===== src/rtl/fetch_sequencer.sv =====
// ---------------------------------------------------------------------------
// fetch_sequencer
//
// Generates the instruction fetch address stream. The PC advances by 4 on
// every accepted fetch, and a branch redirect replaces it with the branch
// target. Each redirect bumps a 2-bit epoch tag so that downstream stages can
// discard instructions from the old path. If a redirect arrives while the
// fetch stage is stalled, the target is parked in a pending register (HOLD).
// It is applied on the next accepted fetch. The block also owns the link (LR)
// and count (CTR) registers. These are written by branch results or by mtspr,
// and a branch write takes priority over an mtspr write.
//
// Ports
//   clk, rst              clock, synchronous active-high reset
//   br_valid/br_ready     branch result handshake
//   nia_valid, nia_in     redirect request and target
//   link_reg_valid/_in    branch write of LR
//   count_reg_valid/_in   branch write of CTR
//   spr_valid/spr_ready   mtspr handshake; spr_sel 0 = LR, 1 = CTR
//   spr_data              mtspr write data
//   link_reg_out          current LR
//   count_reg_out         current CTR
//   fetch_valid/_ready    fetch address handshake
//   fetch_addr            word-aligned fetch address
//   fetch_epoch           redirect generation of fetch_addr
// ---------------------------------------------------------------------------
module fetch_sequencer #(
  parameter logic [0:31] RESET_ADDR = 32'h0000_0100
) (
  input  logic        clk,
  input  logic        rst,
  input  logic        br_valid,
  output logic        br_ready,
  input  logic        nia_valid,
  input  logic [0:31] nia_in,
  input  logic        link_reg_valid,
  input  logic [0:31] link_reg_in,
  input  logic        count_reg_valid,
  input  logic [0:31] count_reg_in,
  input  logic        spr_valid,
  output logic        spr_ready,
  input  logic        spr_sel,
  input  logic [0:31] spr_data,
  output logic [0:31] link_reg_out,
  output logic [0:31] count_reg_out,
  output logic        fetch_valid,
  input  logic        fetch_ready,
  output logic [0:31] fetch_addr,
  output logic [0:1]  fetch_epoch
);

  typedef enum logic [0:0] {
    ST_RUN  = 1'b0,
    ST_HOLD = 1'b1
  } state_e;

  state_e      state_q, state_d;
  logic [0:31] pc_q, pc_d;
  logic [0:31] pend_q, pend_d;
  logic [0:1]  epoch_q, epoch_d;
  logic [0:31] lr_q, lr_d;
  logic [0:31] ctr_q, ctr_d;

  logic        fetch_hs_s;
  logic        br_hs_s;
  logic        redirect_s;
  logic        spr_hs_s;
  logic        spr_conflict_s;
  logic [0:31] target_s;

  // Handshake qualifiers and ready outputs; everything is gated off in reset.
  always_comb begin
    fetch_valid    = ~rst;
    br_ready       = ~rst & (state_q == ST_RUN);
    fetch_hs_s     = fetch_valid & fetch_ready;
    br_hs_s        = br_valid & br_ready;
    redirect_s     = br_hs_s & nia_valid;
    // Low two bits are forced to zero so the target is always word aligned.
    target_s       = nia_in & 32'hFFFF_FFFC;
    // mtspr stalls only when the branch writes the same register this cycle.
    spr_conflict_s = br_hs_s & (spr_sel ? count_reg_valid : link_reg_valid);
    spr_ready      = ~rst & ~spr_conflict_s;
    spr_hs_s       = spr_valid & spr_ready;
  end

  // Next-state logic for the PC, epoch and redirect buffer.
  always_comb begin
    state_d = state_q;
    pc_d    = pc_q;
    pend_d  = pend_q;
    epoch_d = epoch_q;
    case (state_q)
      ST_RUN: begin
        if (redirect_s & fetch_ready) begin
          // The current address is consumed and the redirect takes effect at once.
          pc_d    = target_s;
          epoch_d = epoch_q + 2'd1;
        end else if (redirect_s) begin
          // Fetch is stalled, so fetch_addr must not move. Park the target.
          pend_d  = target_s;
          state_d = ST_HOLD;
        end else if (fetch_hs_s) begin
          pc_d = pc_q + 32'd4;
        end else begin
          pc_d = pc_q;
        end
      end
      ST_HOLD: begin
        if (fetch_hs_s) begin
          pc_d    = pend_q;
          pend_d  = 32'd0;
          epoch_d = epoch_q + 2'd1;
          state_d = ST_RUN;
        end else begin
          state_d = ST_HOLD;
        end
      end
      default: begin
        state_d = ST_RUN;
      end
    endcase
  end

  // Next-state logic for LR and CTR; a branch write beats an mtspr write.
  always_comb begin
    lr_d  = lr_q;
    ctr_d = ctr_q;
    if (br_hs_s & link_reg_valid) begin
      lr_d = link_reg_in;
    end else if (spr_hs_s & ~spr_sel) begin
      lr_d = spr_data;
    end else begin
      lr_d = lr_q;
    end
    if (br_hs_s & count_reg_valid) begin
      ctr_d = count_reg_in;
    end else if (spr_hs_s & spr_sel) begin
      ctr_d = spr_data;
    end else begin
      ctr_d = ctr_q;
    end
  end

  // State registers with synchronous reset.
  always_ff @(posedge clk) begin
    if (rst) begin
      state_q <= ST_RUN;
      pc_q    <= RESET_ADDR;
      pend_q  <= 32'd0;
      epoch_q <= 2'd0;
      lr_q    <= 32'd0;
      ctr_q   <= 32'd0;
    end else begin
      state_q <= state_d;
      pc_q    <= pc_d;
      pend_q  <= pend_d;
      epoch_q <= epoch_d;
      lr_q    <= lr_d;
      ctr_q   <= ctr_d;
    end
  end

  assign fetch_addr    = pc_q;
  assign fetch_epoch   = epoch_q;
  assign link_reg_out  = lr_q;
  assign count_reg_out = ctr_q;

endmodule


===== config.mk =====
export PLATFORM = sky130hd
export DESIGN_NAME = fetch_sequencer
export DESIGN_NICKNAME = d
export VERILOG_FILES = /design/src/rtl/fetch_sequencer.sv
export SDC_FILE = /design/constraint.sdc
export NUM_CORES = 1
export LEC_CHECK = 0
export CAP_MARGIN = 10
export CORE_UTILIZATION = 48
export DETAILED_ROUTE_END_ITERATION = 10
export PLACE_DENSITY_LB_ADDON = 0.2
export SLEW_MARGIN = 20
export SYNTH_ARGS = -nofsm -noshare
export SYNTH_HDL_FRONTEND = slang
export SYNTH_SLANG_ARGS = --single-unit

===== constraint.sdc =====
create_clock -name clk -period 2.9 [get_ports clk]
set_input_delay 0.58 -clock clk [delete_from_list [all_inputs] [get_ports clk]]
set_output_delay 0.58 -clock clk [all_outputs]
set_load 0.05 [all_outputs]

Yosys cells after proc, flatten, opt, wreduce, memory -nomap -nowiden. Index checks and enable logic that the tools add are counted.

Register bits: 131. Input port bits: 137. Word-level logic and storage cells: 56.

$add $sub $neg: 2. Eq/ne operators: 6. Mux-type cells: 21. Bitwise logic cells: 16. Reduce and logical (&&, ||, !) cells: 5.

Operator list (count): two-way mux 32 bit (11); case mux 32 bit (2 select lines) (2); adder 32 x 3 -> 32 bit (second input constant) (1); bitwise AND 1 bit (12); != test 3 x 2 -> 1 bit (second input constant) (2); AND reduction 3 bit (2); two-way mux 1 bit (4); two-way mux 2 bit (2); != test 2 x 1 -> 1 bit (second input constant) (2); != test 2 bit (second input constant) (2); inverter 1 bit (4); case mux 2 bit (2 select lines) (1); nonzero test 2 bit (2); adder 2 x 1 -> 2 bit (second input constant) (1); case mux 1 bit (2 select lines) (1); AND reduction 2 bit (1).

Depth between registers and ports, before layout.
Depth in word-level cells: 10. Gate-level depth with buffers: 7. Mapped depth without buffers: 5.

Worst setup path before layout. No wires, ideal clock.

Kind: input-to-reg. Start point: in rst. End point: reg lr_q, in the netlist link_reg_out[10]. Setup time: 95 ps. Arrival: 2412 ps. Data required time: 2805 ps. Setup slack: 393 ps. Stages: 5. Path buffers: 1. Path through: nor2_1 > nand3_1 > buf_1 > mux2i_1 > a221oi_1.

Word-level cells in the longest chain between the ends: 9.

Ends and longest elaborated chain: start: declaration (RTL line 31) `input logic rst,`; inverter 1 bit (RTL line 74, 82); bitwise AND 1 bit (RTL line 74) `br_ready = ~rst & (state_q == ST_RUN);`; bitwise AND 1 bit (RTL line 76) `br_hs_s = br_valid & br_ready;`; bitwise AND 1 bit (RTL line 81) `spr_conflict_s = br_hs_s & (spr_sel ? count_reg_valid : link_reg_valid);`; inverter 1 bit (RTL line 82) `spr_ready = ~rst & ~spr_conflict_s;`; bitwise AND 1 bit (RTL line 82); bitwise AND 1 bit (RTL line 83) `spr_hs_s = spr_valid & spr_ready;`; bitwise AND 1 bit (RTL line 130) `end else if (spr_hs_s & ~spr_sel) begin`; nonzero test 2 bit (no source line); end signal: assignment (RTL line 158) `lr_q <= lr_d;`; end: declaration (RTL line 61) `logic [0:31] lr_q, lr_d;`.

Several ways; a longest one is shown, not always the timed one. A chain may end at the register's enable or synchronous reset.

Worst setup path in the final report.
Start point: in spr_sel. End point: out spr_ready.

Word-level cells in the longest chain between the ends: 4.

Ends and longest elaborated chain: start: declaration (RTL line 42) `input logic spr_sel,`; two-way mux 1 bit (RTL line 81); bitwise AND 1 bit (RTL line 81); inverter 1 bit (RTL line 82); bitwise AND 1 bit (RTL line 82); end: declaration (RTL line 41) `output logic spr_ready,`.

No other way between the ends.

==> impl_table.tex <==
\begin{tabular}{lr}
\hline
Metric & Value \\
\hline
\multicolumn{2}{l}{\textbf{Status}} \\
\quad Outcome & completed \\
\multicolumn{2}{l}{\textbf{Floorplanning}} \\
\quad Die outline height & between 100 and 150 µm \\
\quad Die Outline Area & between 10000 and 15000 µm² \\
\quad Count of standard-cell rows & 41 \\
\quad Io pins & between 200 and 250 \\
\quad Core footprint & 12800 µm² \\
\quad Die width & roughly 120 µm \\
\quad Starting density of the core & 0.500 \\
\multicolumn{2}{l}{\textbf{Clock tree}} \\
\quad Clock tree from TritonCTS & done \\
\quad Root buf cell & clkbuf\_16 \\
\quad Number of levels in the clock H-tree & 4 \\
\quad Clock latency reported for the late side of the worst-skew pair & approximately 420 ps \\
\quad Post-CTS setup repair buffer count & 0 \\
\quad Clock Tree Buf Depth & 2 \\
\quad Num CTS Buffers & 17 \\
\quad Number of sinks handled by clock tree synthesis & about 130 \\
\quad Number of resized instances in the post-cts repair step & 0 \\
\quad Hold bufs inserted after CTS & 0 \\
\quad Clock edge transition at the registers on the reported setup and hold paths & $\sim$50 ps \\
\multicolumn{2}{l}{\textbf{Cells and area}} \\
\quad Most frequent standard cell in the layout excluding fill and tap cells & clkdlybuf4s50\_1 \\
\quad Synth-to-Final Area Change & 50.2\% \\
\quad Net count of the finished layout & 1074 \\
\quad Commonest cells after routing, fill and taps aside & clkdlybuf4s50\_1 (229), dfxtp\_1 (127), nor2\_1 (112) \\
\quad Post-route non-filler standard cell count & about 1100 \\
\quad Fillers & 900 \\
\quad Diodes inserted & 0 \\
\quad Share of cells above drive strength 1 & 0.0906 \\
\multicolumn{2}{l}{\textbf{Job}} \\
\quad Number of maximum-capacitance constraint violations & 0 \\
\multicolumn{2}{l}{\textbf{Worst setup path}} \\
\quad Data arrival time of the critical path & roughly 1900 ps \\
\quad Cell-by-cell trace of the critical path & clkdlybuf4s50\_1 > mux2\_2 > a21oi\_1 > buf\_12 \\
\quad Crit start category & input pin \\
\quad Largest stage delay, worst path & 510 ps \\
\quad Required time of the critical path & 2320 ps \\
\quad Nature of the critical path endpoint & primary output \\
\quad Standard cell with the maximum stage delay on the critical path & clkdlybuf4s50\_1 \\
\quad Crit-path max FO & 3 \\
\quad Class of the most critical setup path & input pin to primary output \\
\quad Path depth of the worst reg2reg path & 6 \\
\multicolumn{2}{l}{\textbf{Detailed routing}} \\
\quad Via count of the routed design & 7157 \\
\quad Detailed-route wire length per cell & around 20 µm \\
\quad Post-route DRC & 0 \\
\quad Post-route antenna net violation count & 0 \\
\quad Via density per instance & roughly 6.4 \\
\quad Wirelength, routed & 23100 µm \\
\quad Number of violations reported at the end of detailed-routing iteration 0 & 740 \\
\quad Number of iterations in the first detailed-routing pass & 8 \\
\multicolumn{2}{l}{\textbf{Synth}} \\
\quad Share of synthesized area spent on multiplexers & 0.102 \\
\quad Xor-xnor portion of the synthesized cell area & 0.00274 \\
\quad Synth unique cells & between 60 and 70 \\
\quad Register bit count reported by yosys & $\sim$130 \\
\quad Async set-reset flop share out of synthesis & 0 \\
\quad Simple-gate share of the synthesized area & 0.175 \\
\quad Main combinational cell family by area after synthesis & compound AO/OA/AOI/OAI gates \\
\quad Post-synth EDFFs & 0 \\
\quad Most common flop cell mapped by yosys & dfxtp\_1 \\
\quad Register area share after synthesis & 0.398 \\
\quad Yosys warnings & 0 \\
\quad Mapped Area & approximately 6400 µm² \\
\quad Compound-cell area share of the yosys netlist & 0.267 \\
\quad Synthesized-area fraction occupied by adder cells & 0.00196 \\
\quad Average cell area after synthesis & between 8 and 9 µm² \\
\quad Instance count of the mapped netlist & 718 \\
\multicolumn{2}{l}{\textbf{STA}} \\
\quad Fmax achieved & about 410 MHz \\
\quad Final count of pins violating max slew & 0 \\
\quad Headroom to the max-slew limit & 0.356 \\
\quad Final critical-path required period & 2460 ps \\
\quad Final TNS setup & 0 ps \\
\quad Transition at the pin with the smallest max-transition slack & 960 ps \\
\quad Worst clock skew & 6.01 ps \\
\quad Setup repair after global routing missed its margin & false \\
\quad Final Cycle Share & 0.848 \\
\quad Total setup violations reported at the end of the flow & 0 \\
\quad Final Hold Vio Count & 0 \\
\multicolumn{2}{l}{\textbf{Global routing}} \\
\quad Tot GR Track Use & 0.330 \\
\quad Global-route wire length before repair & 36000 µm \\
\quad GR Overflow Total & 0 \\
\quad Vias in the first global route & 6857 \\
\quad Initial antenna violation count & 0 \\
\quad Pin count of the biggest net entering global routing & 64 \\
\multicolumn{2}{l}{\textbf{Placed design}} \\
\quad Hpwl dp & 16200 µm \\
\quad Total instance count after detailed placement & 1089 \\
\quad Number of buffers added on ports & 233 \\
\quad RePlAce Congestion & between 0.9 and 1 \\
\multicolumn{2}{l}{\textbf{Power and ir drop}} \\
\quad Lkg Pwr & 0.00354 µW \\
\quad Total power divided by cell area & 558 nW/µm² \\
\quad Peak ir drop on the vdd network & approximately 0.44 mV \\
\multicolumn{2}{l}{\textbf{Min path}} \\
\quad Count of cells along the worst hold path & 2 \\
\quad Class of the tightest hold or removal check & register to register \\
\hline
\end{tabular}
==> flip-flops by register name, indices dropped and copies added (netlist names) <==
register       flops
count_reg_out     32
state_q            1
link_reg_out      32
fetch_addr        30
pend_q            30
fetch_epoch        2
==> kinds of logic (layout without fill, tap and decap cells) <==
kind of cell / after synthesis / in the layout
other cells: 1 / 2
flops: 127 / 127
buf+inv: 85 / 315
compound gates: 213 / 213
simple gates: 224 / 224
xor+xnor: 2 / 2
fa+ha+maj: 1 / 1
mux: 65 / 65
==> cell usage after synthesis (5+ instances only) <==
| library cell | number | share of area |
|---|---|---|
| nor3_1 | 6 | 0.0047 |
| and4_1 | 7 | 0.0096 |
| a21oi_1 | 15 | 0.012 |
| nor2_1 | 112 | 0.066 |
| a211oi_1 | 8 | 0.0094 |
| o221ai_1 | 8 | 0.011 |
| a31oi_1 | 6 | 0.0059 |
| inv_1 | 13 | 0.0076 |
| o32ai_1 | 9 | 0.012 |
| a22oi_1 | 34 | 0.040 |
| mux2i_1 | 64 | 0.10 |
| nand2b_1 | 7 | 0.0069 |
| a311oi_1 | 5 | 0.0069 |
| o211ai_1 | 7 | 0.0082 |
| nand4_1 | 11 | 0.011 |
| dfxtp_1 | 127 | 0.40 |
| nand3_1 | 17 | 0.013 |
| a221oi_1 | 65 | 0.089 |
| nor4_1 | 10 | 0.0098 |
| nand2_1 | 26 | 0.015 |
| o21ai_0 | 9 | 0.0071 |
| o22ai_1 | 7 | 0.0069 |
| clkbuf_1 | 52 | 0.031 |
| buf_2 | 8 | 0.0063 |
| buf_1 | 10 | 0.0059 |
==> per-layer routing <==
layer,vias up,wire [µm],track usage
met1,3427,8730,0.374
met4,0,892,0.167
met3,68,1770,0.0759
li1,3240,-,-
met2,422,11700,0.576
met5,-,0,0
==> per-stage QoR <==
step                      total power, µW   util  hold slack [ps]  setup WS (ps)  instance area [µm²]
after global placement               3110  0.701              472            243                 8960
after floorplan                      2620      -              457            393                 6390
final                                5350  0.750              502            440                 9590
after CTS                            5370  0.750              506            433                 9590
after detailed placement             3140  0.701              491            166                 8960
after global routing                 5520  0.750              525            343                 9590
==> critical path: cells and delay by family <==
kind,cells,cell delay [ps]
buffers and inverters,2,690
muxes,1,340
AOI/OAI and AO/OA,1,270
==> report_power, final <==
| group | leakage [µW] | internal (µW) | total, µW | switching [µW] |
|---|---|---|---|---|
| registers | 0.00104 | 1850 | 1930 | 82.6 |
| clock network | 0.000306 | 1460 | 2230 | 769 |
| logic | 0.00219 | 495 | 1190 | 694 |
| total | 0.00354 | 3810 | 5350 | 1550 |
==> path summary, 6_finish.rpt <==
check / from / end / slack, ps
setup / recovery: spr_sel / spr_ready / 440
hold / removal: pend_q[0] / pend_q[0] / 500
setup reg to reg: fetch_addr[29] / fetch_addr[1] / 540
hold reg to reg: pend_q[0] / pend_q[0] / 500
==> cell type report <==
class,count,area (µm²),share of cell area
inverters,13,48.8,0.00509
multi-input cells,507,3510,0.367
repair buffers,270,2640,0.275
flip-flops and latches,127,2540,0.265
well taps,172,215,0.0225
clock inverters,9,129,0.0134
clock buffers,23,498,0.0520
No activity file was read; power rests on OpenSTA's default activity.
